$ cat src/rtl/multicycle_sequencer.sv
// Multicycle control sequencer: FETCH/DECODE/EXEC/MEM/WB/HALT control FSM
// with memory-wait timeout, sticky status flags and a retired-instruction counter.
module multicycle_sequencer (
    input  logic        clk,
    input  logic        reset,
    input  logic [9:0]  opcode,
    input  logic        zero,
    input  logic        mem_ready,
    output logic        mem_read,
    output logic        mem_write,
    output logic        mem_sel,
    output logic        ir_load,
    output logic        pc_write,
    output logic        pc_src,
    output logic        reg_write,
    output logic        mux2,
    output logic        mux3,
    output logic [2:0]  alu_op,
    output logic [2:0]  state,
    output logic        halted,
    output logic        illegal,
    output logic        mem_timeout,
    output logic [15:0] instr_count
);

    typedef enum logic [2:0] {
        S_FETCH = 3'd0, S_DECODE = 3'd1, S_EXEC = 3'd2,
        S_MEM   = 3'd3, S_WB     = 3'd4, S_HALT = 3'd5
    } state_t;

    typedef enum logic [2:0] {
        C_NONE, C_ADD, C_SUB, C_AND, C_ORR, C_LDUR, C_STUR, C_CBZ
    } class_t;

    localparam logic [9:0] OP_HLT = 10'b1111111111;

    state_t      state_q;
    class_t      class_q;
    logic [3:0]  wait_q;
    logic [15:0] count_q;
    logic        halted_q, illegal_q, timeout_q;

    function automatic class_t decode_class(input logic [9:0] op);
        if (op[9:2] == 8'b10110100) return C_CBZ;
        case (op)
            10'b1000101100: return C_ADD;
            10'b1100101100: return C_SUB;
            10'b1000101000: return C_AND;
            10'b1010101000: return C_ORR;
            10'b1111100001: return C_LDUR;
            10'b1111100000: return C_STUR;
            default:        return C_NONE;
        endcase
    endfunction

    // NOTE: sequential state uses non-blocking assignments only, so every
    // register samples the pre-edge values regardless of statement order.
    always_ff @(posedge clk) begin
        if (reset) begin
            state_q   <= S_FETCH;
            class_q   <= C_NONE;
            wait_q    <= '0;
            count_q   <= '0;
            halted_q  <= 1'b0;
            illegal_q <= 1'b0;
            timeout_q <= 1'b0;
        end else begin
            // Assigned every cycle so the register always tracks its own value.
            count_q <= count_q + {15'd0, pc_write};
            wait_q  <= '0;
            case (state_q)
                S_FETCH, S_MEM: begin
                    if (mem_ready) begin
                        if (state_q == S_FETCH)       state_q <= S_DECODE;
                        else if (class_q == C_LDUR)   state_q <= S_WB;
                        else if (class_q == C_STUR)   state_q <= S_FETCH;
                        else begin
                            state_q  <= S_HALT;
                            halted_q <= 1'b1;
                        end
                    end else if (wait_q == 4'd15) begin
                        state_q   <= S_HALT;
                        halted_q  <= 1'b1;
                        timeout_q <= 1'b1;
                    end else begin
                        wait_q <= wait_q + 4'd1;
                    end
                end
                S_DECODE: begin
                    class_q <= decode_class(opcode);
                    if (opcode == OP_HLT) begin
                        state_q  <= S_HALT;
                        halted_q <= 1'b1;
                    end else if (decode_class(opcode) == C_NONE) begin
                        state_q   <= S_HALT;
                        halted_q  <= 1'b1;
                        illegal_q <= 1'b1;
                    end else begin
                        state_q <= S_EXEC;
                    end
                end
                S_EXEC: begin
                    case (class_q)
                        C_ADD, C_SUB, C_AND, C_ORR: state_q <= S_WB;
                        C_LDUR, C_STUR:             state_q <= S_MEM;
                        C_CBZ:                      state_q <= S_FETCH;
                        default: begin
                            state_q  <= S_HALT;
                            halted_q <= 1'b1;
                        end
                    endcase
                end
                S_WB:   state_q <= S_FETCH;
                S_HALT: state_q <= S_HALT;
                default: begin
                    state_q  <= S_HALT;
                    halted_q <= 1'b1;
                end
            endcase
        end
    end

    // NOTE: every output gets a default before the case, so no path leaves
    // one unassigned and no latch is inferred.
    always_comb begin
        mem_read  = 1'b0;
        mem_write = 1'b0;
        mem_sel   = 1'b0;
        ir_load   = 1'b0;
        pc_write  = 1'b0;
        pc_src    = 1'b0;
        reg_write = 1'b0;
        mux2      = 1'b0;
        mux3      = 1'b0;
        alu_op    = 3'b000;
        // Reset silences all strobes immediately, even mid-transaction.
        if (!reset) begin
            case (state_q)
                S_FETCH: begin
                    mem_read = 1'b1;
                    ir_load  = mem_ready;
                end
                S_EXEC: begin
                    case (class_q)
                        C_ADD: alu_op = 3'b010;
                        C_SUB: alu_op = 3'b110;
                        C_AND: alu_op = 3'b000;
                        C_ORR: alu_op = 3'b001;
                        C_LDUR, C_STUR: begin
                            alu_op = 3'b010;
                            mux3   = 1'b1;
                        end
                        C_CBZ: begin
                            alu_op   = 3'b111;
                            pc_write = 1'b1;
                            pc_src   = zero;
                        end
                        default: ;
                    endcase
                end
                S_MEM: begin
                    mem_sel   = 1'b1;
                    mem_read  = (class_q == C_LDUR);
                    mem_write = (class_q == C_STUR);
                    pc_write  = (class_q == C_STUR) && mem_ready;
                end
                S_WB: begin
                    reg_write = 1'b1;
                    mux2      = (class_q == C_LDUR);
                    pc_write  = 1'b1;
                end
                default: ;
            endcase
        end
    end

    assign state       = reset ? 3'd0 : state_q;
    assign halted      = halted_q;
    assign illegal     = illegal_q;
    assign mem_timeout = timeout_q;
    assign instr_count = count_q;

endmodule

$ cat config.mk
export PLATFORM = sky130hd
export DESIGN_NAME = multicycle_sequencer
export DESIGN_NICKNAME = d
export VERILOG_FILES = /design/src/rtl/multicycle_sequencer.sv
export SDC_FILE = /design/constraint.sdc
export NUM_CORES = 1
export LEC_CHECK = 0
export BUFFER_PORTS_ARGS = -buffer_cell sky130_fd_sc_hd__buf_2
export CAP_MARGIN = 20
export CORE_ASPECT_RATIO = 1.75
export CORE_UTILIZATION = 46
export CTS_CLUSTER_SIZE = 25
export DETAILED_ROUTE_END_ITERATION = 16
export PLACE_DENSITY_LB_ADDON = 0.15
export RECOVER_POWER = 25
export SYNTH_ARGS = -nofsm -noshare
export SYNTH_HDL_FRONTEND = slang
export SYNTH_SLANG_ARGS = --single-unit
$ cat constraint.sdc
create_clock -name clk -period 2.24 [get_ports clk]
set_input_delay 0.336 -clock clk [delete_from_list [all_inputs] [get_ports clk]]
set_output_delay 0.336 -clock clk [all_outputs]
set_load 0.02 [all_outputs]
==> results.toml, run 1 <==
[global_route]
final_global_route_overflow_total = 0
vias_in_the_first_global_route = 1557
grt_antenna_before_repair = 0
maximum_number_of_pins_on_one_net_before_global_route_repair = 29
overall_global_routing_resource_usage = 0.2332
grt_first_pass_wirelength_mm = 6.368

[worst_hold_path]
hold_path_class = "in -> reg"
worst_hold_path.endpoint = "class_q[2]"
hold_start = "opcode[4]"
min_path_cells = 3

[worst_setup_path]
crit_fanout = 9
crit_path_max_incr_delay_ns = 0.49
timing.setup.critical_path_class = "reg -> reg"
cp-end-kind = "register"
critPathLaunch = "state_q[0]"
crit_required_ns = 2.40
r2r_setup_slk_ns = 0.15
worst_setup_path_start_kind = "register"
crit_chain = "buf_4 > nor2_1 > nand2_1 > nor2_2 > a211o_4 > ha_4 > ha_4 > and2_4 > nand3_1 > xor2_1 > nor2_1"
critical_path_arrival_ns = 2.25
worst_r2r_endpoint = "instr_count[10]"
number_of_cell_instances_on_the_worst_register_to_register_path = 11
cp_slowest_cell = "sky130_fd_sc_hd__dfxtp_1"
regToRegStartpoint = "state_q[0]"

[floorplanning]
io-pin-count = 48
placeableCoreArea_mm2 = 0.003398
initial_utilization = 0.4845
chipWidth_um = 47.23
die_h_um = 81.15
full_die_area_mm2 = 0.003832
fp-row-count = 28

[clock_tree]
cts_tree = "yes"
cts.repair_timing.setup_buffer_count = 0
cts_inserted_buffers = 5
cts_max_path_buffers = 2
worstSkewPairLatency_ns = 0.28
clock_tree.htree_level_count = 2
post_cts_hold_buffer_count = 0
postCtsResizedCells = 0
clk_root_buffer_cell = "sky130_fd_sc_hd__clkbuf_8"
clk_sink_count = 29
path_clk_slew_ns = 0.06

[power_and_ir_drop]
power_per_cell_area_mw_per_mm2 = 586.8
power.share.switching = 0.2841
p_int_uw = 875.2
p_switching_uw = 347.3
power.leakage_nw = 0.8525
pwr-share-clk = 0.350
comb_power_share = 0.183
power.ir.vdd_worst_v = 0.0005754
seq_power_share = 0.467

[sta]
max_slew.worst_pin.slew_ns = 0.4478
worst_clock_skew_ns = 0.002943
max-slew-margin-rel = 0.6977
setup_viol = 0
worst_hold_slack_ns = 0.4249
final_min_period_over_clock_period = 0.9322
maximum_clock_frequency_mhz = 478.9
endpoints_failing_hold = 0
final.min_clock_period_ns = 2.088
final_max_slew_viols = 0

[final_layout]
fillers = 341
final_layout_size_suffix_gt1_frac = 0.2656
synthToLayoutAreaGrowth_pct = 26.52
stdcell_count = 301
sequential_cell_area_um2 = 580.6
finalNetCount = 273
antenna-diode-count = 0
area_of_the_multi_input_gates_mm2 = 0.001065

[synth]
netlist-cell-type-count = 50
postSynthAreaPerCell_um2 = 8.032
synth.yosys.seq_area_share = 0.3526
yosysWarnings = 0
syn_area_mm2 = 0.001647
synth_flop_cell = "sky130_fd_sc_hd__dfxtp_1"
synthCells = 205
share_of_flip_flops_with_an_asynchronous_set_or_reset = 0
synth_fp_nets = 222
synth-seq-cells = 29
synth_enable_flop_cells = 0

[routing]
wl_mm = 3.968
detail_route.vias_per_cell = 5.349
wl_per_cell_um = 13.18
firstDrtPassIters = 4
detailroute.via_count = 1610
remaining_number_of_nets_flagged_by_the_antenna_check_after_routing = 0
drt_drc_violations_left = 0
drtIter0Drc = 34

[place]
placedCellCount = 294
gp_congestion = 0.8380
dp_hpwl_mm = 3.099
portBuffers = 47

[outcome]
run_status = "completed"

[job]
maxCapViolations = 0
-- through the flow --
step / total power [mW] / utilization / TNS (ns) / area [um^2] / setup WS (ns)
2_1_floorplan: 0.7384 / - / 0 / 1703 / 0.007413
3_3_place_gp: 0.8068 / 0.5847 / 0 / 1987 / 0.03428
3_5_place_dp: 0.8076 / 0.5847 / -0.02358 / 1987 / -0.02358
4_1_cts: 1.234 / 0.6101 / 0 / 2073 / 0.06435
5_1_grt: 1.282 / 0.6130 / -0.008130 / 2083 / -0.008130
6_report: 1.222 / 0.6130 / 0 / 2083 / 0.1519
-- metal layers --
layer	share of wire	wire, um	global-route usage
met5	0	0	0
met4	0.018	70	0.1171
met2	0.60	2364	0.4425
met1	0.35	1407	0.2055
met3	0.032	125	0.06000
-- cells in the final DEF (no fill, tap or decap), types with 4 or more instances in the layout --
master                     Yosys  routed
sky130_fd_sc_hd__nor2_1       34      33
sky130_fd_sc_hd__xnor2_1       7       7
sky130_fd_sc_hd__a21oi_1       7       7
sky130_fd_sc_hd__and3_1        5       4
sky130_fd_sc_hd__dfxtp_1      29      29
sky130_fd_sc_hd__nor2b_1       7       7
sky130_fd_sc_hd__xor2_1        8       8
sky130_fd_sc_hd__inv_1         7       7
sky130_fd_sc_hd__buf_2         0      32
sky130_fd_sc_hd__clkbuf_1      8      16
sky130_fd_sc_hd__nand2_1      14      14
sky130_fd_sc_hd__clkbuf_8      0       6
sky130_fd_sc_hd__o21ai_0       5       5
sky130_fd_sc_hd__nand3_1      10       9
sky130_fd_sc_hd__buf_4         1       7
-- kinds of logic after synthesis --
family,share of synthesized area
mux,0.006079
flops,0.3526
compound gates,0.1482
fa+ha+maj,0.02280
xor+xnor,0.07979
simple gates,0.3450
buf+inv,0.04560
-- how the worst max path moves through the flow --
stage | endpoint | slack [ns] | depth (start not counted)
floorplan | instr_count[8] | 0.007 | 11
global placement | instr_count[15] | 0.03 | 11
detailed placement | instr_count[15] | -0.02 | 11
CTS | instr_count[15] | 0.06 | 10
global route | instr_count[12] | -0.008 | 11
finish | instr_count[10] | 0.15 | 11
-- sequential cells by signal, indices dropped and copies added, names as in the netlist --
name and flops:
class_q 3, halted 1, illegal 1, instr_count 16, mem_timeout 1, state_q 3
wait_q 4
-- worst max-delay path, delay by kind of cell, from the launching register on --
family | cells | cell delay [ns]
AO/OA/AOI/OAI | 1 | 0.28
flip-flops | 1 | 0.49
buffers and inverters | 1 | 0.21
AND/OR/NAND/NOR | 6 | 0.48
XOR/XNOR | 1 | 0.15
adder cells (fa/ha/maj) | 2 | 0.34
-- area by class of cell --
cell class,instances,share of cell area
well taps,45,0.02703
clock buffers,7,0.04144
flip-flops and latches,29,0.2787
multi-input cells,159,0.5111
inverters,7,0.01261
repair buffers,54,0.1291
-- Yosys cell counts, types with 2 or more instances --
library cell,n,area share
sky130_fd_sc_hd__inv_1,7,0.016
sky130_fd_sc_hd__and3_1,5,0.019
sky130_fd_sc_hd__a31oi_1,3,0.011
sky130_fd_sc_hd__nand2b_1,3,0.011
sky130_fd_sc_hd__nand2_1,14,0.032
sky130_fd_sc_hd__ha_1,3,0.023
sky130_fd_sc_hd__nor4_1,3,0.011
sky130_fd_sc_hd__o21ai_0,5,0.015
sky130_fd_sc_hd__and4_1,2,0.011
sky130_fd_sc_hd__or3_1,2,0.0076
sky130_fd_sc_hd__dfxtp_1,29,0.35
sky130_fd_sc_hd__or2b_2,2,0.011
sky130_fd_sc_hd__nand4_1,3,0.011
sky130_fd_sc_hd__nor3_1,6,0.018
sky130_fd_sc_hd__clkbuf_1,8,0.018
sky130_fd_sc_hd__xor2_1,8,0.043
sky130_fd_sc_hd__nor2_1,34,0.078
sky130_fd_sc_hd__a21oi_1,7,0.021
sky130_fd_sc_hd__and2_1,3,0.011
sky130_fd_sc_hd__o22ai_1,2,0.0076
sky130_fd_sc_hd__or4_1,2,0.0091
sky130_fd_sc_hd__or2_2,2,0.0076
sky130_fd_sc_hd__nor2b_1,7,0.027
sky130_fd_sc_hd__a21o_1,2,0.0091
sky130_fd_sc_hd__or3b_2,2,0.011
sky130_fd_sc_hd__nand3_1,10,0.030
sky130_fd_sc_hd__xnor2_1,7,0.037
sky130_fd_sc_hd__o31ai_1,2,0.0091
-- power by group through the flow --
stage | clock, mW | sequential (mW) | combinational, mW
2_1_floorplan | 0 | 0.572 | 0.166
3_3_place_gp | 0 | 0.582 | 0.225
3_5_place_dp | 0 | 0.582 | 0.225
4_1_cts | 0.437 | 0.571 | 0.226
5_1_grt | 0.459 | 0.576 | 0.248
6_report | 0.428 | 0.571 | 0.223
No activity file was read; power rests on OpenSTA's default activity.
==> inputs of run 2 (changes only) <==
- CORE_MARGIN: unset -> 4
==> run 2 against run 1 <==
Register-to-register slack gained 0.03 ns. Critical path depth shrank 1. Global-route usage shrank 4.1 points. Sequential share of layout area shrank 0.29 points. Sequential power shrank 2%. Flip-flop and latch count is the same. Critical path type unchanged. Highest routed layer unchanged.
==> results.toml, run 2 (same netlist as run 1, synthesis figures left out) <==
[job]
maxCapViolations = 0

[routing]
wl_per_cell_um = 13.43
wl_mm = 4.095
firstDrtPassIters = 4
drtIter0Drc = 22
drt_drc_violations_left = 0
detail_route.vias_per_cell = 5.334
remaining_number_of_nets_flagged_by_the_antenna_check_after_routing = 0
detailroute.via_count = 1627

[sta]
endpoints_failing_hold = 0
maximum_clock_frequency_mhz = 485.0
worst_clock_skew_ns = 0.004347
worst_hold_slack_ns = 0.4365
final_max_slew_viols = 0
max_slew.worst_pin.slew_ns = 0.3909
postLayoutSetupSlackWorst_ns = 0.1780
grt_setup_unrepaired = "false"
final_min_period_over_clock_period = 0.9206
setup_viol = 0
max-slew-margin-rel = 0.7385
final.min_clock_period_ns = 2.062

[place]
portBuffers = 47
dp_hpwl_mm = 3.137
post-place-ws_ns = -0.03135
gp_congestion = 0.8818

[floorplanning]
chipWidth_um = 53.23
placeableCoreArea_mm2 = 0.003433
die_h_um = 87.15
initial_utilization = 0.4796
fp-row-count = 28
io-pin-count = 48
full_die_area_mm2 = 0.004638

[final_layout]
layout.cells.most_common_list = "sky130_fd_sc_hd__nor2_1, sky130_fd_sc_hd__buf_2, sky130_fd_sc_hd__dfxtp_1"
finalNetCount = 277
area_of_the_multi_input_gates_mm2 = 0.001070
antenna-diode-count = 0
sequential_cell_area_um2 = 585.6
final_layout_size_suffix_gt1_frac = 0.2923
synthToLayoutAreaGrowth_pct = 28.95
fillers = 344
flip_flop_count_of_the_largest_register_all_copies_and_words_added = 16

[worst_hold_path]
hold_start = "opcode[4]"
hold_path_class = "in -> reg"
worst_hold_path.endpoint = "class_q[2]"
min_path_cells = 3

[worst_setup_path]
crit_fanout = 4
crit_required_ns = 2.39
r2r_setup_slk_ns = 0.18
timing.setup.critical_path_class = "reg -> reg"
cp-end-kind = "register"
regToRegStartpoint = "state_q[2]"
worst_setup_path_start_kind = "register"
critical_path_arrival_ns = 2.22
number_of_cell_instances_on_the_worst_register_to_register_path = 10
worst_r2r_endpoint = "instr_count[10]"

[global_route]
globalRouteMet1Util = 0.1951
grtUsageMet3 = 0.04288
final_global_route_overflow_total = 0
vias_in_the_first_global_route = 1539
grt_antenna_before_repair = 0
grt_first_pass_wirelength_mm = 6.686
globalRoute.busiestLayer = "met2"
grtUsageMet2 = 0.3520
overall_global_routing_resource_usage = 0.1922
maximum_number_of_pins_on_one_net_before_global_route_repair = 30

[clock_tree]
cts_max_path_buffers = 2
clk_root_buffer_cell = "sky130_fd_sc_hd__clkbuf_8"
cts_inserted_buffers = 5
clock_tree.htree_level_count = 2
worstSkewPairLatency_ns = 0.28
cts_tree = "yes"
clk_sink_count = 29
path_clk_slew_ns = 0.06

[power_and_ir_drop]
seq_power_share = 0.456
p_switching_uw = 346.3
p_int_uw = 882.8
comb_power_share = 0.200
power_per_cell_area_mw_per_mm2 = 578.9
power.leakage_nw = 0.8755
power.share.switching = 0.2818
pwr-share-clk = 0.345
power.ir.vdd_worst_v = 0.0004009

[outcome]
run_status = "completed"
## run 2: layer usage
layer  routed length, um  vias to the layer above
met4                  72                        0
li1                    -                      832
met5                   0                        -
met1                1532                      758
met2                2330                       31
met3                 158                        6
## run 2: metrics by stage
step | area (um^2) | util | cells | total power, mW | setup TNS [ns]
final | 2123 | 0.6184 | 305 | 1.229 | 0
after global routing | 2123 | 0.6184 | 305 | 1.300 | 0
after CTS | 2096 | 0.6104 | 304 | 1.245 | 0
after detailed placement | 2009 | 0.5853 | 297 | 0.8177 | -0.03135
after global placement | 2009 | 0.5853 | 297 | 0.8172 | 0
after floorplan | 1703 | - | 205 | 0.7384 | 0
## run 2: area by class of cell
cell class                 instances  share of cell area
multi-input combinational        159              0.5038
timing repair buffer              58              0.1408
inverter                           7             0.01237
tap                               45             0.02652
sequential                        29              0.2758
clock buffer                       7             0.04066
## run 2: power by group through the flow
| stage | logic [mW] | registers [mW] | clock network, mW |
|---|---|---|---|
| finish | 0.245 | 0.560 | 0.424 |
| global route | 0.273 | 0.563 | 0.463 |
| CTS | 0.248 | 0.560 | 0.437 |
| detailed placement | 0.246 | 0.571 | 0 |
| global placement | 0.246 | 0.571 | 0 |
| floorplan | 0.166 | 0.572 | 0 |
## run 2: repair_timing
action	4_1_cts	5_1_grt
setup buffers	0	1
resized for setup	0	11
setup endpoints to repair	0	9
hold buffers	0	0
## run 2: worst max-delay path by stage
stage / startpoint / endpoint / slack [ns]
final: state_q[2] / instr_count[10] / 0.18
after global routing: state_q[1] / instr_count[12] / 0.03
after CTS: state_q[1] / instr_count[15] / 0.01
after detailed placement: reset / instr_count[15] / -0.03
after global placement: reset / instr_count[15] / 0.03
after floorplan: state_q[2] / instr_count[8] / 0.007
## run 2: critical path, stage by stage, from the launching register on
cell                      delay (ns)
sky130_fd_sc_hd__dfxtp_2        0.35
sky130_fd_sc_hd__nor2_1         0.06
sky130_fd_sc_hd__and3_4         0.16
sky130_fd_sc_hd__and4b_2        0.23
sky130_fd_sc_hd__a211o_4        0.35
sky130_fd_sc_hd__ha_4           0.18
sky130_fd_sc_hd__ha_4           0.16
sky130_fd_sc_hd__and2_4         0.14
sky130_fd_sc_hd__nand3_1        0.09
sky130_fd_sc_hd__xor2_1         0.16
sky130_fd_sc_hd__nor2_1         0.05
==> inputs of run 3 (changes only) <==
- CORE_ASPECT_RATIO: 1.75 -> unset
==> run 3 against run 2 <==
Flip-flop and latch count stayed put. Register-to-register slack worse by 0.09 ns. Die area is 0.81% lower. Sequential power hardly changed. Non-clock buffer count is 1 higher. Maximum frequency is 4.3% lower. Total power is 9.1% higher. Clock skew is 0.0088 ns higher. Final cell count is 0.98% higher. Via count is 2.2% lower. Largest power group unchanged. Count of clock-buffer cells in the layout is 2 lower.
==> results.toml, run 3 (same netlist as run 1, synthesis figures left out) <==
[outcome]
run_status = "completed"

[routing]
drtIter0Drc = 79
wl_mm = 3.774
detail_route.vias_per_cell = 5.169
wl_per_cell_um = 12.25
detailroute.via_count = 1592
drt_drc_violations_left = 0
remaining_number_of_nets_flagged_by_the_antenna_check_after_routing = 0
firstDrtPassIters = 4

[clock_tree]
path_clk_slew_ns = 0.10
clock_tree.htree_level_count = 2
worstSkewPairLatency_ns = 0.34
clk_root_buffer_cell = "sky130_fd_sc_hd__clkbuf_4"
cts_tree = "yes"
cts_inserted_buffers = 5
cts_max_path_buffers = 2
clk_sink_count = 29

[final_layout]
final_util = 0.6283
finalNetCount = 278
fillers = 317
sequential_cell_area_um2 = 581.8
area_of_the_multi_input_gates_mm2 = 0.001054
synthToLayoutAreaGrowth_pct = 29.33
design_area_mm2 = 0.002130
flip_flop_count_of_the_largest_register_all_copies_and_words_added = 16
final_layout_size_suffix_gt1_frac = 0.2863
layout.cells.most_common_list = "sky130_fd_sc_hd__nor2_1, sky130_fd_sc_hd__buf_2, sky130_fd_sc_hd__dfxtp_1"
stdcell_count = 308
antenna-diode-count = 0

[power_and_ir_drop]
total_power_mw = 1.341
power_per_cell_area_mw_per_mm2 = 629.6
power.leakage_nw = 0.8939
power.ir.vdd_worst_v = 0.0004253

[sta]
max-slew-margin-rel = 0.6816
maximum_clock_frequency_mhz = 464.0
worst_clock_skew_ns = 0.01319
endpoints_failing_hold = 0
final_max_slew_viols = 0
max_slew.worst_pin.slew_ns = 0.4758
final.setup.tns_ns = 0
final.min_clock_period_ns = 2.155
final_min_period_over_clock_period = 0.9620
grt_setup_unrepaired = "false"
setup_viol = 0

[global_route]
vias_in_the_first_global_route = 1398
overall_global_routing_resource_usage = 0.1757
maximum_number_of_pins_on_one_net_before_global_route_repair = 30
grt_first_pass_wirelength_mm = 6.127
grt_antenna_before_repair = 0
final_global_route_overflow_total = 0

[worst_setup_path]
timing.setup.critical_path_class = "reg -> reg"
worst_setup_path_start_kind = "register"
cp_slowest_cell = "sky130_fd_sc_hd__dfxtp_1"
crit_chain = "nor2_1 > and3_4 > and4b_2 > a211o_4 > ha_4 > ha_4 > and2_4 > nand4_1 > xor2_1 > nor2_1"
crit_fanout = 4
crit_required_ns = 2.46
cp-end-kind = "register"
critical_path_arrival_ns = 2.37
crit_path_max_incr_delay_ns = 0.39

[job]
maxCapViolations = 0

[floorplanning]
initial_utilization = 0.4858
placeableCoreArea_mm2 = 0.003390
fp-row-count = 21
chipWidth_um = 67.83
full_die_area_mm2 = 0.004601
die_h_um = 67.83
io-pin-count = 48

[place]
dpl-instance-area_mm2 = 0.002026
gp_congestion = 0.8226
portBuffers = 47
placedCellCount = 300
dp_hpwl_mm = 2.889

[worst_hold_path]
hold_path_class = "in -> reg"
-- run 3: repair_timing --
action                     in CTS  in global routing
gates resized for setup         0                  5
hold buffers                    0                  0
setup endpoints to repair       0                  7
buffers inserted                0                  0
-- run 3: worst max-delay path, delay by kind of cell, from the launching register on --
family,cells,cell delay (ns)
and+or+nand+nor,6,0.77
AOI/OAI and AO/OA,1,0.36
xor gates and xnor gates,1,0.17
DFF,1,0.39
adders and majority gates,2,0.35
-- run 3: final timing paths --
path | slack, ns | endpoint | startpoint | depth (start not counted)
max | 0.09 | instr_count[8] | state_q[2] | 10
min | 0.36 | class_q[2] | opcode[4] | 3
max reg2reg | 0.09 | instr_count[8] | state_q[2] | 10
min reg2reg | 0.47 | wait_q[0] | wait_q[0] | 1
-- run 3: routing by layer --
metal  vias to the layer above  routed length, um  global-route usage
li1                        838                  -                   -
met1                       717               1914              0.2449
met2                        31               1630              0.2576
met3                         6                193             0.05747
met4                         0                 35             0.05211
met5                         -                  0                   0
-- run 3: where the power goes --
group / internal [mW] / switching, mW
Sequential: 0.538 / 0.0242
Combinational: 0.105 / 0.136
Clock: 0.345 / 0.192
Total: 0.988 / 0.352
-- run 3: final cells by class --
cell class              instances  share of cell area
inverters                       7             0.01234
clock buffers                   5             0.01763
clock inverters                 3             0.03055
multi-input cells             159              0.4947
flip-flops and latches         29              0.2732
repair buffers                 59              0.1445
well taps                      46             0.02703
-- run 3: metrics by stage --
stage / hold slack, ns / worst slack [ns]
final: 0.3573 / 0.08506
after global routing: 0.3796 / 0.01219
after CTS: 0.3512 / 0.04676
after detailed placement: 0.4384 / 0.009972
after global placement: 0.4312 / 0.04345
after floorplan: 0.4175 / 0.007413
